$ cat config.mk
export PLATFORM = sky130hd
export DESIGN_NAME = priority_index_decoder_flat
export DESIGN_NICKNAME = d
export VERILOG_FILES = /design/src/rtl/priority_index_decoder_if.sv /design/src/rtl/priority_index_decoder.sv /design/src/flat_wrapper.sv
export SDC_FILE = /design/constraint.sdc
export NUM_CORES = 1
export LEC_CHECK = 0
export CORE_MARGIN = 4
export CORE_UTILIZATION = 45
export CTS_BUF_LIST = sky130_fd_sc_hd__clkbuf_8
export DETAILED_ROUTE_END_ITERATION = 10
export PLACE_DENSITY_LB_ADDON = 0.15
export SYNTH_ARGS = -nofsm -noshare
export SYNTH_HDL_FRONTEND = slang
export SYNTH_SLANG_ARGS = --single-unit
$ cat constraint.sdc
create_clock -name clk -period 2.2 [get_ports clk]
set_input_delay 0.44 -clock clk [delete_from_list [all_inputs] [get_ports clk]]
set_output_delay 0.44 -clock clk [all_outputs]
set_load 0.03 [all_outputs]
$ cat src/rtl/priority_index_decoder_if.sv
// Index-beat input stream and decoded-vector output stream of the priority index decoder.
interface priority_index_decoder_if #(
    parameter int INP_BIT = 8,
    parameter int OUT_BIT = $clog2(INP_BIT)
);
    logic               in_valid;
    logic               in_ready;
    logic [OUT_BIT-1:0] in_idx;
    logic               in_empty;
    logic               in_last;
    logic               out_valid;
    logic               out_ready;
    logic [INP_BIT-1:0] out_vec;
    logic [OUT_BIT:0]   out_count;
    logic               out_err;

    modport master (
        output in_valid, in_idx, in_empty, in_last, out_ready,
        input  in_ready, out_valid, out_vec, out_count, out_err
    );

    modport slave (
        input  in_valid, in_idx, in_empty, in_last, out_ready,
        output in_ready, out_valid, out_vec, out_count, out_err
    );
endinterface

$ cat src/rtl/priority_index_decoder.sv
// Rebuilds a bit vector from a frame of ascending bit indices, with set-bit count
// and an ordering/duplicate error flag. One output vector per in_last-terminated frame.
module priority_index_decoder #(
    parameter int INP_BIT = 8,
    parameter int OUT_BIT = $clog2(INP_BIT)
) (
    input  logic                    clk,
    input  logic                    rst,
    priority_index_decoder_if.slave bus
);
    typedef enum logic {ACCUM, HOLD} state_t;

    state_t             state_q, state_d;
    logic [INP_BIT-1:0] acc_q, acc_d;
    logic [OUT_BIT:0]   cnt_q, cnt_d;
    logic               err_q, err_d;
    logic [OUT_BIT-1:0] prev_q, prev_d;
    logic               prev_vld_q, prev_vld_d;
    logic               idx_ok;

    function automatic logic [INP_BIT-1:0] idx_to_bit(input logic [OUT_BIT-1:0] idx);
        idx_to_bit      = '0;
        idx_to_bit[idx] = 1'b1;
    endfunction

    // Indices past the vector width only exist when INP_BIT is not a power of two.
    assign idx_ok = (int'(bus.in_idx) < INP_BIT);

    assign bus.in_ready  = (state_q == ACCUM);
    assign bus.out_valid = (state_q == HOLD);
    assign bus.out_vec   = (state_q == HOLD) ? acc_q : '0;
    assign bus.out_count = (state_q == HOLD) ? cnt_q : '0;
    assign bus.out_err   = (state_q == HOLD) ? err_q : 1'b0;

    always_comb begin
        state_d    = state_q;
        acc_d      = acc_q;
        cnt_d      = cnt_q;
        err_d      = err_q;
        prev_d     = prev_q;
        prev_vld_d = prev_vld_q;
        case (state_q)
            ACCUM: begin
                if (bus.in_valid) begin
                    if (!bus.in_empty) begin
                        if (idx_ok) begin
                            acc_d = acc_q | idx_to_bit(bus.in_idx);
                            if (!acc_q[bus.in_idx])
                                cnt_d = cnt_q + (OUT_BIT+1)'(1);
                            if (prev_vld_q && (bus.in_idx <= prev_q))
                                err_d = 1'b1;
                            prev_d     = bus.in_idx;
                            prev_vld_d = 1'b1;
                        end else begin
                            err_d = 1'b1;
                        end
                    end
                    if (bus.in_last)
                        state_d = HOLD;
                end
            end
            HOLD: begin
                // Frame state is cleared on the handoff edge so the next frame starts clean.
                if (bus.out_ready) begin
                    state_d    = ACCUM;
                    acc_d      = '0;
                    cnt_d      = '0;
                    err_d      = 1'b0;
                    prev_d     = '0;
                    prev_vld_d = 1'b0;
                end
            end
            default: state_d = ACCUM;
        endcase
    end

    always_ff @(posedge clk) begin
        if (rst) begin
            state_q    <= ACCUM;
            acc_q      <= '0;
            cnt_q      <= '0;
            err_q      <= 1'b0;
            prev_q     <= '0;
            prev_vld_q <= 1'b0;
        end else begin
            state_q    <= state_d;
            acc_q      <= acc_d;
            cnt_q      <= cnt_d;
            err_q      <= err_d;
            prev_q     <= prev_d;
            prev_vld_q <= prev_vld_d;
        end
    end
endmodule

$ cat src/flat_wrapper.sv
// flat-port wrapper written by rule: the top's interface ports become plain ports
module priority_index_decoder_flat 
#(
    parameter int INP_BIT = 8,
    parameter int OUT_BIT = $clog2(INP_BIT)
)
  (clk, rst, bus_in_valid, bus_in_idx, bus_in_empty, bus_in_last, bus_out_ready, bus_in_ready, bus_out_valid, bus_out_vec, bus_out_count, bus_out_err);
  priority_index_decoder_if #(.INP_BIT(INP_BIT), .OUT_BIT(OUT_BIT)) bus_i ();
  input  logic clk;
  input  logic rst;
  input wire logic [$bits(bus_i.in_valid)-1:0] bus_in_valid;
  input wire logic [$bits(bus_i.in_idx)-1:0] bus_in_idx;
  input wire logic [$bits(bus_i.in_empty)-1:0] bus_in_empty;
  input wire logic [$bits(bus_i.in_last)-1:0] bus_in_last;
  input wire logic [$bits(bus_i.out_ready)-1:0] bus_out_ready;
  output wire logic [$bits(bus_i.in_ready)-1:0] bus_in_ready;
  output wire logic [$bits(bus_i.out_valid)-1:0] bus_out_valid;
  output wire logic [$bits(bus_i.out_vec)-1:0] bus_out_vec;
  output wire logic [$bits(bus_i.out_count)-1:0] bus_out_count;
  output wire logic [$bits(bus_i.out_err)-1:0] bus_out_err;
  assign bus_i.in_valid = bus_in_valid;
  assign bus_i.in_idx = bus_in_idx;
  assign bus_i.in_empty = bus_in_empty;
  assign bus_i.in_last = bus_in_last;
  assign bus_i.out_ready = bus_out_ready;
  assign bus_in_ready = bus_i.in_ready;
  assign bus_out_valid = bus_i.out_valid;
  assign bus_out_vec = bus_i.out_vec;
  assign bus_out_count = bus_i.out_count;
  assign bus_out_err = bus_i.out_err;
  priority_index_decoder #(.INP_BIT(INP_BIT), .OUT_BIT(OUT_BIT)) u_core (.clk(clk), .rst(rst), .bus(bus_i));
endmodule
# Yosys cells after proc, flatten, opt, wreduce, memory -nomap -nowiden
# Cells that the tools add are included.
totals:
  ff_bits: 18
  in_bits: 9
  out_inout_bits: 15
op_classes:
  add_sub_neg: 1
  magnitude_cmp: 3
  n_eq_ne: 5
  muxes: 32
  bitwise_logic: 2
  n_reduce_logical: 5
op_table:
  columns: ["op", "count"]
  rows:
  - ["$mux W8", 4]
  - ["$mux W4", 5]
  - ["$pmux W8 S2", 1]
  - ["$mux W1", 12]
  - ["$mux W3", 3]
  - ["$ne A2 B2 Y1 const B", 4]
  - ["$or A8 B8 Y8", 1]
  - ["$pmux W4 S2", 1]
  - ["$reduce_and A4 Y1", 2]
  - ["$pmux W1 S2", 3]
  - ["$pmux W3 S2", 1]
  - ["$add A4 B1 Y4 const B", 1]
  - ["$lt A3 B4 Y1 const B", 1]
  - ["$bmux W1 S3", 1]
  - ["$demux W1 S3", 1]
  - ["$ge A3 B1 Y1 const B", 1]
  - ["$le A3 B3 Y1", 1]
  - ["$reduce_and A3 Y1", 1]
  - ["$logic_and A1 B1 Y1", 2]
  - ["$ne A2 B1 Y1 const B", 1]
  - ["$not A1 Y1", 1]

# Longest topological paths before layout
# Gate-level depths: netlist of run 1.
depth:
  depth_word: 8
  ltp_mapped: 8
  depth_no_buf: 7

# Worst setup path after synthesis of run 1
# OpenSTA, ideal clock, no wires.
synth_path:
  kind: "input port to flip-flop"
  from: "input port bus_in_idx[0]"
  to: "register u_core.cnt_q[3]"
  arrival_ps: 1631
  setup_slack_ps: 499
  cell_stages: 6
  path_buffers: 1
  cell_sequence: "buf_6 -> mux2_4 -> a22oi_4 -> nand4_4 -> or3_1 -> a21oi_1"
synth_between:
  elab_chain_cells: 4
synth_lines:
  columns: ["element", "line_no", "text"]
  rows:
  - ["start: declaration", "flat_wrapper.sv:12", "input wire logic [$bits(bus_i.in_idx)-1:0] bus_in_idx;"]
  - ["$bmux W1 S3", "priority_index_decoder.sv:48", "if (!acc_q[bus.in_idx])"]
  - ["$mux W1 (implied by the code)", "priority_index_decoder.sv:48", null]
  - ["$ne A2 B2 Y1 (no line)", null, null]
  - ["$reduce_and A4 Y1 (no line)", null, null]
  - ["end signal: assignment", "priority_index_decoder.sv:88", "cnt_q <= cnt_d;"]
  - ["end: declaration", "priority_index_decoder.sv:15", "logic [OUT_BIT:0] cnt_q, cnt_d;"]
# No other way between the ends. The select of a mux whose other input is x is not followed.
# A chain may end at the register's enable or synchronous reset.

# Worst setup path after layout of run 1
layout_path:
  from: "register u_core.state_q, in the netlist u_core.bus.out_valid"
  to: "output port bus_out_vec[7]"
layout_between:
  elab_chain_cells: 1
layout_lines:
  columns: ["element", "line_no", "text"]
  rows:
  - ["start: declaration", "priority_index_decoder.sv:13", "state_t state_q, state_d;"]
  - ["start signal: assignment", "priority_index_decoder.sv:86", "state_q <= state_d;"]
  - ["$mux W8", "priority_index_decoder.sv:31", "assign bus.out_vec = (state_q == HOLD) ? acc_q : '0;"]
  - ["end: declaration", "flat_wrapper.sv:18", "output wire logic [$bits(bus_i.out_vec)-1:0] bus_out_vec;"]
# No other way between the ends.

==> results of run 1 <==
-- worst max-delay path, cell delays in order (launching register included) --
cell and delay (ns):
dfxtp_2 0.50, and2_1 0.20, clkdlybuf4s50_1 0.67
-- through the flow --
stage          worst slack [ns]  cells  util (%)  area [um2]
2_1_floorplan             0.499    111         -         948
3_3_place_gp            -0.0766    164      62.8        1240
3_5_place_dp             -0.115    164      62.8        1240
4_1_cts                   0.119    167      65.0        1290
5_1_grt                  0.0521    167      65.0        1290
6_report                  0.136    167      65.0        1290
-- cells in the final DEF, fill, tap and decap left out, types with 2 or more instances in the layout --
| master | n |
|---|---|
| a21oi_1 | 12 |
| a31oi_1 | 4 |
| and2_1 | 13 |
| buf_4 | 8 |
| clkbuf_8 | 3 |
| clkdlybuf4s50_1 | 23 |
| dfxtp_1 | 17 |
| ha_1 | 4 |
| inv_1 | 5 |
| mux2_2 | 3 |
| nand2_1 | 6 |
| nand3_1 | 8 |
| nor2_1 | 12 |
| nor2b_1 | 3 |
| o21ai_0 | 3 |
| or3_1 | 3 |
| or3b_1 | 2 |
-- metal layers --
| layer | wire length [um] | track usage [%] | vias up |
|---|---|---|---|
| met5 | 0 | 0 | - |
| met4 | 8 | 3.40 | 0 |
| met3 | 86 | 5.26 | 2 |
| met2 | 1130 | 33.1 | 16 |
| met1 | 936 | 19.2 | 416 |
| li1 | - | - | 441 |
-- layout make-up --
type,count,area (um2)
clock buffers,3,41.3
fillers,177,694
inverters,5,18.8
multi-input cells,83,542
flip-flops and latches,18,362
well taps,27,33.8
repair buffers,31,290
-- registers in the layout, indices dropped and copies added, names as in the netlist --
name / cells
u_core.acc_q: 8
u_core.bus.out_valid: 1
u_core.cnt_q: 4
u_core.err_q: 1
u_core.prev_q: 3
u_core.prev_vld_q: 1
-- worst max path at each step --
stage                                    start               to  slack (ns)  depth (start not counted)
after floorplan                  bus_in_idx[0]  u_core.cnt_q[3]        0.50                          6
after global placement           bus_in_idx[0]  u_core.cnt_q[3]       -0.08                          7
after detailed placement         bus_in_idx[0]  u_core.cnt_q[3]       -0.11                          7
after CTS                 u_core.bus.out_valid   bus_out_vec[7]        0.12                          2
after global routing             bus_in_idx[0]  u_core.cnt_q[1]        0.05                          7
final                     u_core.bus.out_valid   bus_out_vec[7]        0.14                          2
-- where the power goes --
group	switching (uW)	total [uW]	internal, uW
logic	62.3	118	55.6
clock network	102	223	121
registers	12.5	350	338
-- cells by family after synthesis --
kind of cell,share of synthesized area [%]
compound gates,15.4
fa+ha+maj,5.28
buf+inv,4.88
flops,38.0
mux,5.14
simple gates,31.3
-- what timing repair did --
action / CTS / global route
setup endpoints to repair: 13 / 0
resized for setup: 1 / 0
setup buffers: 0 / 0
==> results.txt, run 1 <==
Max clock buf depth = 2
worst r2r dst = u_core.cnt_q[3]
Syn Std Cell Area = 948 um2
asr flop ratio synth = 0%
CTS Hold Buffers Added = 0
Pins Over Slew Limit = 0
Syn Nets = 124
main area contributors after synthesis = dfxtp_1 (38%), and2_1 (8.6%), a21oi_1 (6.3%)
outcome = finished, final reports clean
initial antenna violation count = 0
WHS Endpoint = u_core.err_q
Std-Cell Rows = 16
EDFF count, synth = 0
Max-Cap Viols = 0
Max Fclk = 484 MHz
Arr. time, crit path = 1.62 ns
synth warn = 0
Worst-Margin Slew = 0.444 ns
placer congestion estimate = 0.776
min-delay worst type = register to register
Top Ports = 24
initial detailed-routing violation count = 7
Reg-to-Reg Start = u_core.bus.out_valid
core box area = 1980 um2
most frequent cell after synthesis = dfxtp_1
synthesis-to-finish area growth = 35.8%
post-detail-place hpwl = 1590 um
Reg2Reg Depth = 5
post-synth top area cell = dfxtp_1
Inserted Clock Buffers = 3
hold path depth = 2
Setup crit end kind = primary output
via/cell ratio = 5.24
RSZ-0062 raised after global routing = false
critical path type = register to primary output
Die Y-Extent = 53.9 um
hold path startpoint = u_core.err_q
Clock Skew = 0.000983 ns
Synth top cells by count = dfxtp_1 (18), and2_1 (13), a21oi_1 (12), nor2_1 (12), nand3_1 (8)
CTS tree = built
startpoint types = register
worst hold margin = 0.466 ns
Synth top area share = 38.0%
n_diodes = 0
gr usage total = 17.6%
H-tree depth = 1
minimum clock period = 2.06 ns
layout cells sized above 1 = 13.6%
Clock Tree Root = clkbuf_8
sequential area share after synthesis = 38.0%
clk_lat worst skew = 0.25 ns
die width = 53.9 um
crit share post-route = 93.8%
number of global-route vias before repair = 904
die area = 2910 um2
post-synthesis cell type count = 28
first-pass GRT wire length = 3750 um
Post-synth top flop = dfxtp_1
Critical Path RT = 1.76 ns
Max VDD drop = 0.000674 V
routed length per instance = 12.9 um
CTS clk-pin slew, worst paths = 0.06 ns
global route overflow = 0
Pwr Density = 537 nW/um2
largest net degree at the start of global routing = 22
via count = 875
port buffer count = 23
crit-path max FO = 21
post-synthesis register bit count = 18
Initial Utilization = 47.9%
syn_area_per_cell = 8.54 um2
R2R Setup Slk = 0.55 ns
ANT nets after route = 0
cell count after synthesis = 111
count of final hold-check violations = 0
TritonCTS Sinks = 18
Routed WL = 2160 um
Power, Total = 691 uW
DRC errors left = 0
Rel. slew slack = 70.4%
count of final setup violators = 0
drt first pass iters = 4
Final nets = 155
total negative slack = 0 ns
static leakage = 0.000508 uW
Note: power is estimated with default switching activity, not from simulation.
==> inputs of run 2 (changes only) <==
CTS_BUF_LIST = sky130_fd_sc_hd__clkbuf_8 sky130_fd_sc_hd__clkbuf_16   (was sky130_fd_sc_hd__clkbuf_8)
==> results of run 2 <==
Final layout, timing and power as in run 1 (identical DEF).
